$ cat config.mk
export PLATFORM = sky130hd
export DESIGN_NAME = ar_srl_fifo_lvl_flat
export DESIGN_NICKNAME = d
export VERILOG_FILES = /design/src/rtl/ar_srl_fifo_lvl_pkg.sv /design/src/rtl/ar_srl_fifo_lvl_if.sv /design/src/rtl/ar_srl_shift.sv /design/src/rtl/ar_srl_fifo_lvl.sv /design/src/flat_wrapper.sv
export VERILOG_INCLUDE_DIRS = /design/src /design/src/rtl
export SDC_FILE = /design/constraint.sdc
export NUM_CORES = 2
export LEC_CHECK = 0
export CORE_MARGIN = 2
export CORE_UTILIZATION = 58
export CTS_CLUSTER_DIAMETER = 200
export DETAILED_ROUTE_END_ITERATION = 16
export PLACE_DENSITY = 0.75
export SYNTH_ARGS = -nofsm -noshare
export SYNTH_HDL_FRONTEND = slang
export SYNTH_HIERARCHICAL = 1
export SYNTH_SLANG_ARGS = --single-unit
export TNS_END_PERCENT = 100
$ cat constraint.sdc
create_clock -name CLK -period 320.2 [get_ports CLK]
set_input_delay 48.03 -clock CLK [delete_from_list [all_inputs] [get_ports CLK]]
set_output_delay 48.03 -clock CLK [all_outputs]
set_load 0.01 [all_outputs]
$ cat src/rtl/ar_fifo_defs.vh
// Shared FIFO helpers: count-width macro and elaboration-time parameter range checks.
`ifndef AR_FIFO_DEFS_VH
`define AR_FIFO_DEFS_VH

`define AR_FIFO_CNT_W(l2) ((l2) + 1)

`define AR_FIFO_PARAM_CHECK(L2, AF, AE) \
    if (((L2) < 1) || ((L2) > 10)) begin : g_bad_l2depth \
        $error("ar_fifo: l2depth %0d outside 1..10", (L2)); \
    end \
    if (((AF) < 1) || ((AF) > (1 << (L2)))) begin : g_bad_afull \
        $error("ar_fifo: afull_lvl %0d outside 1..depth", (AF)); \
    end \
    if (((AE) < 0) || ((AE) > ((1 << (L2)) - 1))) begin : g_bad_aempty \
        $error("ar_fifo: aempty_lvl %0d outside 0..depth-1", (AE)); \
    end

`endif

$ cat src/rtl/ar_srl_fifo_lvl_pkg.sv
// Shared types and the watermark flag calculation for the SRL FIFO.
package ar_srl_fifo_lvl_pkg;

    // Widest count for l2depth=10; narrower counts are zero-extended into it.
    localparam int CNT_W_MAX = 11;

    typedef logic [CNT_W_MAX-1:0] cnt_ext_t;

    typedef struct packed {
        logic full_n;
        logic empty_n;
        logic afull;
        logic aempty;
    } flags_t;

    function automatic flags_t calc_flags(input cnt_ext_t cnt,
                                          input cnt_ext_t depth,
                                          input cnt_ext_t afull_lvl,
                                          input cnt_ext_t aempty_lvl);
        flags_t f;
        f.full_n  = (cnt != depth);
        f.empty_n = (cnt != '0);
        f.afull   = (cnt >= afull_lvl);
        f.aempty  = (cnt <= aempty_lvl);
        return f;
    endfunction

endpackage

$ cat src/rtl/ar_srl_fifo_lvl_if.sv
// Enqueue/dequeue bus of the SRL FIFO; OVF/UNF exist only with AR_SRL_FIFO_ERR_EN.
`include "ar_fifo_defs.vh"

interface ar_srl_fifo_lvl_if #(
    parameter int width   = 128,
    parameter int l2depth = 5
);
    logic                                 CLR;
    logic                                 ENQ;
    logic                                 DEQ;
    logic [width-1:0]                     D_IN;
    logic [width-1:0]                     D_OUT;
    logic                                 FULL_N;
    logic                                 EMPTY_N;
    logic                                 ALMOST_FULL;
    logic                                 ALMOST_EMPTY;
    logic [`AR_FIFO_CNT_W(l2depth)-1:0]   COUNT;
`ifdef AR_SRL_FIFO_ERR_EN
    logic                                 OVF;
    logic                                 UNF;

    modport master (
        output CLR, ENQ, DEQ, D_IN,
        input  D_OUT, FULL_N, EMPTY_N, ALMOST_FULL, ALMOST_EMPTY, COUNT, OVF, UNF
    );
    modport slave (
        input  CLR, ENQ, DEQ, D_IN,
        output D_OUT, FULL_N, EMPTY_N, ALMOST_FULL, ALMOST_EMPTY, COUNT, OVF, UNF
    );
`else
    modport master (
        output CLR, ENQ, DEQ, D_IN,
        input  D_OUT, FULL_N, EMPTY_N, ALMOST_FULL, ALMOST_EMPTY, COUNT
    );
    modport slave (
        input  CLR, ENQ, DEQ, D_IN,
        output D_OUT, FULL_N, EMPTY_N, ALMOST_FULL, ALMOST_EMPTY, COUNT
    );
`endif
endinterface

$ cat src/rtl/ar_srl_shift.sv
// Shift-enable SRL storage with an addressed combinational read port; no reset so it maps onto SRL primitives.
// Latency: written word readable the cycle after the shift. No backpressure: the caller gates the shift enable.
module ar_srl_shift #(
    parameter int width   = 128,
    parameter int l2depth = 5
) (
    input  logic               clk,
    input  logic               shift_en,
    input  logic [width-1:0]   d,
    input  logic [l2depth-1:0] addr,
    output logic [width-1:0]   q
);
    localparam int DEPTH = 1 << l2depth;

    logic [width-1:0] srl_q [DEPTH];

    always_ff @(posedge clk) begin
        if (shift_en) begin
            srl_q[0] <= d;
            for (int i = 1; i < DEPTH; i++) begin
                srl_q[i] <= srl_q[i-1];
            end
        end
    end

    assign q = srl_q[addr];

endmodule

$ cat src/rtl/ar_srl_fifo_lvl.sv
// SRL FIFO with occupancy count and registered almost-full/almost-empty watermarks; optional sticky
// OVF/UNF flags under AR_SRL_FIFO_ERR_EN. FWFT, 1-cycle enqueue-to-D_OUT latency; ENQ ignored when full unless DEQ.
`include "ar_fifo_defs.vh"

module ar_srl_fifo_lvl
    import ar_srl_fifo_lvl_pkg::*;
#(
    parameter int width      = 128,
    parameter int l2depth    = 5,
    parameter int afull_lvl  = 28,
    parameter int aempty_lvl = 4
) (
    input  logic             CLK,
    input  logic             RST,
    ar_srl_fifo_lvl_if.slave bus
);
    localparam int       CW        = `AR_FIFO_CNT_W(l2depth);
    localparam int       DEPTH     = 1 << l2depth;
    localparam cnt_ext_t DEPTH_C   = cnt_ext_t'(DEPTH);
    localparam cnt_ext_t AFULL_C   = cnt_ext_t'(afull_lvl);
    localparam cnt_ext_t AEMPTY_C  = cnt_ext_t'(aempty_lvl);
    localparam flags_t   FLAGS_RST = calc_flags('0, DEPTH_C, AFULL_C, AEMPTY_C);

    `AR_FIFO_PARAM_CHECK(l2depth, afull_lvl, aempty_lvl)

    logic [CW-1:0]      count_q, count_d;
    flags_t             flags_q, flags_d;
    logic               enq_ok, deq_ok, shift_en;
    logic [l2depth-1:0] rd_addr;

    always_comb begin
        // A full FIFO may still take a word when the head leaves in the same cycle.
        enq_ok   = bus.ENQ & (flags_q.full_n | bus.DEQ);
        deq_ok   = bus.DEQ & flags_q.empty_n;
        shift_en = enq_ok & ~bus.CLR;
        count_d  = count_q;
        if (bus.CLR) begin
            count_d = '0;
        end else if (enq_ok & ~deq_ok) begin
            count_d = count_q + 1'b1;
        end else if (deq_ok & ~enq_ok) begin
            count_d = count_q - 1'b1;
        end
        flags_d = calc_flags(cnt_ext_t'(count_d), DEPTH_C, AFULL_C, AEMPTY_C);
    end

    // At count == depth the low bits are zero, so the wrap lands exactly on depth-1.
    assign rd_addr = count_q[l2depth-1:0] - 1'b1;

    always_ff @(posedge CLK or posedge RST) begin
        if (RST) begin
            count_q <= '0;
            flags_q <= FLAGS_RST;
        end else begin
            count_q <= count_d;
            flags_q <= flags_d;
        end
    end

`ifdef AR_SRL_FIFO_ERR_EN
    logic ovf_q, ovf_d;
    logic unf_q, unf_d;

    always_comb begin
        ovf_d = ovf_q | (bus.ENQ & ~enq_ok);
        unf_d = unf_q | (bus.DEQ & ~flags_q.empty_n);
        if (bus.CLR) begin
            ovf_d = 1'b0;
            unf_d = 1'b0;
        end
    end

    always_ff @(posedge CLK or posedge RST) begin
        if (RST) begin
            ovf_q <= 1'b0;
            unf_q <= 1'b0;
        end else begin
            ovf_q <= ovf_d;
            unf_q <= unf_d;
        end
    end

    assign bus.OVF = ovf_q;
    assign bus.UNF = unf_q;
`endif

    ar_srl_shift #(
        .width   (width),
        .l2depth (l2depth)
    ) u_shift (
        .clk      (CLK),
        .shift_en (shift_en),
        .d        (bus.D_IN),
        .addr     (rd_addr),
        .q        (bus.D_OUT)
    );

    assign bus.COUNT        = count_q;
    assign bus.FULL_N       = flags_q.full_n;
    assign bus.EMPTY_N      = flags_q.empty_n;
    assign bus.ALMOST_FULL  = flags_q.afull;
    assign bus.ALMOST_EMPTY = flags_q.aempty;

endmodule

$ cat src/flat_wrapper.sv
// flat-port wrapper written by rule: the top's interface ports become plain ports
module ar_srl_fifo_lvl_flat import ar_srl_fifo_lvl_pkg::*;
#(
    parameter int width      = 128,
    parameter int l2depth    = 5,
    parameter int afull_lvl  = 28,
    parameter int aempty_lvl = 4
)
  (CLK, RST, bus_CLR, bus_ENQ, bus_DEQ, bus_D_IN, bus_D_OUT, bus_FULL_N, bus_EMPTY_N, bus_ALMOST_FULL, bus_ALMOST_EMPTY, bus_COUNT);
  ar_srl_fifo_lvl_if #(.width(width), .l2depth(l2depth)) bus_i ();
  input  logic CLK;
  input  logic RST;
  input wire logic [$bits(bus_i.CLR)-1:0] bus_CLR;
  input wire logic [$bits(bus_i.ENQ)-1:0] bus_ENQ;
  input wire logic [$bits(bus_i.DEQ)-1:0] bus_DEQ;
  input wire logic [$bits(bus_i.D_IN)-1:0] bus_D_IN;
  output wire logic [$bits(bus_i.D_OUT)-1:0] bus_D_OUT;
  output wire logic [$bits(bus_i.FULL_N)-1:0] bus_FULL_N;
  output wire logic [$bits(bus_i.EMPTY_N)-1:0] bus_EMPTY_N;
  output wire logic [$bits(bus_i.ALMOST_FULL)-1:0] bus_ALMOST_FULL;
  output wire logic [$bits(bus_i.ALMOST_EMPTY)-1:0] bus_ALMOST_EMPTY;
  output wire logic [$bits(bus_i.COUNT)-1:0] bus_COUNT;
  assign bus_i.CLR = bus_CLR;
  assign bus_i.ENQ = bus_ENQ;
  assign bus_i.DEQ = bus_DEQ;
  assign bus_i.D_IN = bus_D_IN;
  assign bus_D_OUT = bus_i.D_OUT;
  assign bus_FULL_N = bus_i.FULL_N;
  assign bus_EMPTY_N = bus_i.EMPTY_N;
  assign bus_ALMOST_FULL = bus_i.ALMOST_FULL;
  assign bus_ALMOST_EMPTY = bus_i.ALMOST_EMPTY;
  assign bus_COUNT = bus_i.COUNT;
  ar_srl_fifo_lvl #(.width(width), .l2depth(l2depth), .afull_lvl(afull_lvl), .aempty_lvl(aempty_lvl)) u_core (.CLK(CLK), .RST(RST), .bus(bus_i));
endmodule
# After elaboration in Yosys (flattened, before gate mapping)
# Memories as Yosys holds them, arrays and structs flattened.
# Index checks and enable logic that the tools add are counted.
op_classes:
  add_sub_neg: 3
  n_lt_le_gt_ge: 2
  n_eq_ne: 1
  muxes: 5
  bitwise_logic: 9
  reduce_logical: 1
ops:
  columns: ["cell", "count"]
  rows:
  - ["$mux W6", 3]
  - ["$add A6 B1 Y6 const B", 1]
  - ["$ge A6 B5 Y1 const B", 1]
  - ["$le A6 B3 Y1 const B", 1]
  - ["$ne A6 B6 Y1 const B", 1]
  - ["$reduce_bool A6 Y1", 1]
  - ["$sub A6 B1 Y6 const B", 1]
  - ["$and A1 B1 Y1", 5]
  - ["$sub A5 B1 Y5 const B", 1]
  - ["$not A1 Y1", 3]
  - ["$mux W1", 2]
  - ["$or A1 B1 Y1", 1]
word_totals:
  reg_bits: 10
  ramBits: 4096
  in_bits: 133
  output_inout_bits: 138
  elab_cells: 27
  mem_count: 1
mem_list:
  columns: ["memory", "depth", "width", "rd", "rd_clocked_by_memory_dff", "write_ports", "line", "rtl"]
  rows:
  - ["u_core.u_shift.srl_q", 32, 128, 32, 0, 32, "ar_srl_shift.sv:15", "logic [width-1:0] srl_q [DEPTH];"]

# Logic depth before layout (Yosys ltp)
depth:
  word_depth: 8
  mapped_depth: 13
  mapped_depth_nobuf: 9

# By module
# Netlist, hierarchy kept.
modules_own_cells:
  columns: ["mod", "n_inst", "cells_each", "area_each_um2", "seq_area_each_um2"]
  rows:
  - ["ar_srl_shift", 1, 6372, 152880.4, 122998.0]
  - ["ar_srl_fifo_lvl", 1, 80, 788.3, 252.7]

# Least setup slack after synthesis
# No wires, ideal clock.
synth_path:
  kind: "input to register"
  from: "in bus_CLR"
  to: "mem u_core.u_shift.srl_q[0][0], enable pin"
  setup_ns: 13.616
  t_arrival_ns: 322.749
  required_time_ns: 306.584
  slack_ns: -16.165
  cell_stages: 2
  n_path_buf: 1
  cell_sequence: "clkbuf_1 -> nor3_1"
synth_rtl:
  columns: ["item", "line", "rtl"]
  rows:
  - ["start: declaration", "flat_wrapper.sv:13", "input wire logic [$bits(bus_i.CLR)-1:0] bus_CLR;"]
  - ["end: declaration", "ar_srl_shift.sv:15", null]

# Final worst setup path
layout_path:
  from: "reg u_core.count_q[0], in the netlist u_core/bus.COUNT[0]"
  to: "out bus_D_OUT[122]"
layout_between:
  elab_chain_cells: 2
layout_lines:
  columns: ["item", "line", "rtl"]
  rows:
  - ["start: declaration", "ar_srl_fifo_lvl.sv:26", "logic [CW-1:0] count_q, count_d;"]
  - ["start signal: assignment", "ar_srl_fifo_lvl.sv:55", "count_q <= count_d;"]
  - ["$sub A5 B1 Y5", "ar_srl_fifo_lvl.sv:48", "assign rd_addr = count_q[l2depth-1:0] - 1'b1;"]
  - ["net u_core.rd_addr[0]", "ar_srl_fifo_lvl.sv:29", "logic [l2depth-1:0] rd_addr;"]
  - ["$mem_v2 Z32 W128", null, null]
  - ["end: declaration", "flat_wrapper.sv:17", "output wire logic [$bits(bus_i.D_OUT)-1:0] bus_D_OUT;"]
# The timed path passes the listed nets, and every way through them passes these cells.

==> flow_summary.toml <==
[drt]
ant_nets = 0
first_pass_iters = 6
drc = 0
viasPerCell = 6.57
vias = 70500
drtIter0Drc = 8870
routed_wl_um = 301000
wire_per_inst_um = 28.1

[floorplanning]
die_h_um = 519
start_util_pct = 58.4
rows = 188
core_area_um2 = 263000
ioPinCount = 271
die_area_um2 = 269000
dieWidth_um = 519

[clock_tree]
post-cts-setup-buffers = 0
clk_latency_ps = 920
cts_resized = 0
numCtsBuffers = 402
clock-sinks = 4106
cts.clk_slew.worst_paths_ps = 60
cts_tree = "yes"
cts-htree-levels = 5
cts_hold_buf = 0
clock_path_buffers = 4
cts-root-buf = "clkbuf_16"

[yosys]
synthMuxAreaShare_pct = 14.8
netlist_instances = 6452
syn_avg_cell_area_um2 = 23.8
async_reset_ff_share_pct = 0.244
yosys_warnings = 6
ys_seq_area_share_pct = 80.2
synth_top_family_by_area = "multiplexers"
synth_xor_area_share_pct = 0.0399
synth_top_area_share_pct = 80.0
ys_ff_latch = 4106
synth_enable_flop_cells = 4096
netlist_area_um2 = 154000
synth_compound_area_share_pct = 2.55
syn_nets = 6587
ys_types = 52
yosysMostFrequentCell = "edfxtp_1"
synth_fa_ha_area_share_pct = 0.0163
synth_area_leaders = "edfxtp_1 (80%), mux4_2 (13%), o22ai_1 (1.6%)"
yosys.area_share.simple_pct = 0.917
synth_top_area_cell = "edfxtp_1"
synth_top_cells_by_count = "edfxtp_1 (4,096), mux4_2 (908), o22ai_1 (396)"
dominantRegCellSynth = "edfxtp_1"

[sta]
min_period_over_period_pct = 17.7
setup_tns_ps = 0
slew_viol_final = 0
finalHoldViolations = 0
fin_worst_skew_ps = 48.3
grt_setup_unrepaired = "no"
slew_headroom_pct = 17.4
max_clock_freq_mhz = 17.6
setup_viol = 0
tightest_slew_ps = 1240
post-route-min-period_ps = 56700

[power]
p_total_w = 0.00158
p_per_area_nw_per_um2 = 9.15
p_leak_nw = 55.8
ir_worst_vdd_v = 0.00000979

[outcome]
status = "complete, no violations"

[min_path]
hp-class = "flip-flop to flip-flop"

[flow_run]
drv_cap = 0

[worst_setup_path]
cpPeakStageDelay_ps = 930
rrSetupSlack_ps = 312820
path_common_cell = "buf_4"
path_max_fanout = 56
path_cells = "inv_8, ha_1, xor2_4, buf_4, buf_4, buf_4, buf_4, buf_4, mux4_2, o22ai_1, nor4_1, clkdlybuf4s50_1"
start_kind = "flip-flop"
cp-end-kind = "output pin"
cp_slowest_cell = "nor4_1"
cp.arrival_ps = 8670
worst-setup-path-type = "flip-flop to output pin"
worst-endpoint-required_ps = 272170

[cells_and_area]
finalNetCount = 7001
syn_to_final_growth_pct = 12.4
drive_gt1_share_pct = 22.3
final_cells = 10700
stdcell_area_um2 = 173000
post-route-util_pct = 65.7
fillers = 16200

[placement]
dp_hpwl_um = 156000
dpl_cell_area_um2 = 160000
numPlacedInstances = 9977
io_buffers = 270
gp_congestion = 0.773

[global_routing]
grt_usage_pct = 22.0
antenna_found_initial = 25
grt_max_degree = 221
grt_pass1_wl_um = 454000
grt_pass1_vias = 71600
grt_overflow = 0
stage by stage:
| step | hold slack [ps] | setup WS (ps) |
|---|---|---|
| after floorplan | 421 | 109770 |
| after global placement | 422 | 264520 |
| after detailed placement | 427 | 264350 |
| after CTS | 413 | 263340 |
| after global routing | 433 | 262810 |
| final | 421 | 263500 |
cell families (layout without fill, tap and decap cells):
kind of cell,after synthesis,count (layout)
and+or+nand+nor,237,237
muxes,1143,1143
AOI/OAI and AO/OA,585,585
adders and majority gates,2,2
xor gates and xnor gates,7,7
DFF,4106,4106
buffers and inverters,372,1130
other,0,4
routing by layer:
layer,up-vias,global-route usage [%],share of wire (%)
met2,3302,33.8,48
met3,486,4.56,8.3
met5,-,0,0.065
met4,32,6.31,2.5
li1,28900,-,-
met1,37700,32.5,41
worst paths after layout:
| kind | from | endpoint | cells past startpoint |
|---|---|---|---|
| hold reg to reg | u_core/u_shift/srl_q[24][39]$_DFFE_PP_ | u_core/u_shift/srl_q[25][39]$_DFFE_PP_ | 0 |
| hold / removal | u_core/u_shift/srl_q[24][39]$_DFFE_PP_ | u_core/u_shift/srl_q[25][39]$_DFFE_PP_ | 0 |
| setup / recovery | u_core/bus.COUNT[0]$_DFF_PP0_ | bus_D_OUT[122] | 12 |
| max in group asynchronous | RST | u_core/bus.FULL_N$_DFF_PP1_ | 2 |
| min in group asynchronous | RST | u_core/bus.ALMOST_FULL$_DFF_PP0_ | 2 |
| setup reg to reg | u_core/bus.FULL_N$_DFF_PP1_ | u_core/u_shift/srl_q[19][16]$_DFFE_PP_ | 8 |
flip-flops by register name, summed over array words and instances, names as in the netlist:
register / count
u_core/bus.FULL_N: 1
u_core/bus.ALMOST_FULL: 1
u_core/bus.EMPTY_N: 1
u_core/bus.COUNT: 6
u_core/u_shift/srl_q: 4096
u_core/bus.ALMOST_EMPTY: 1
power by group:
part / total [W] / switching (W) / internal, W / leakage [nW]
Combinational: 0.000479 / 0.000270 / 0.000209 / 11.0
Clock: 0.000465 / 0.000201 / 0.000264 / 6.27
Sequential: 0.000636 / 0.0000139 / 0.000622 / 38.5
Total: 0.00158 / 0.000485 / 0.00110 / 55.8
final cells by class:
cell class | count | area (um^2) | share of cell area [%]
Antenna cell | 4 | 10.0 | 0.00580
Clock inverter | 247 | 2470 | 1.43
Clock buffer | 501 | 10500 | 6.07
Multi-Input combinational cell | 1974 | 28400 | 16.4
Tap cell | 3515 | 4400 | 2.55
Timing Repair Buffer | 375 | 3670 | 2.12
Inverter | 7 | 33.8 | 0.0196
Sequential cell | 4106 | 123000 | 71.4
cells in the final DEF, fill, tap and decap left out, types with 3 or more instances in the layout:
master / instances
clkbuf_1: 96
nand3_1: 60
xnor2_1: 3
mux4_2: 908
diode_2: 4
nand4b_1: 3
clkinv_1: 89
clkinvlp_4: 18
o22ai_1: 396
clkinv_2: 72
clkdlybuf4s50_1: 270
clkinv_16: 10
nand4_1: 31
inv_1: 6
buf_4: 91
nor2_1: 8
edfxtp_1: 4096
clkinv_8: 3
clkbuf_16: 404
inv_6: 11
inv_8: 3
a22oi_1: 174
nor2_4: 3
buf_12: 14
mux2i_1: 232
a21oi_1: 4
nor4_1: 99
bufinv_16: 37
dfrtp_1: 8
clkinv_4: 3
nor2b_1: 3
worst max-delay path, delay by kind of cell, from the launching register on:
kind	cells	cell delay, ps
XOR/XNOR	1	450
multiplexers	1	340
adder cells (fa/ha/maj)	1	400
AND/OR/NAND/NOR	1	930
flip-flops	1	500
buffers and inverters	7	4760
AO/OA/AOI/OAI	1	80
No activity file was read; power rests on OpenSTA's default activity.
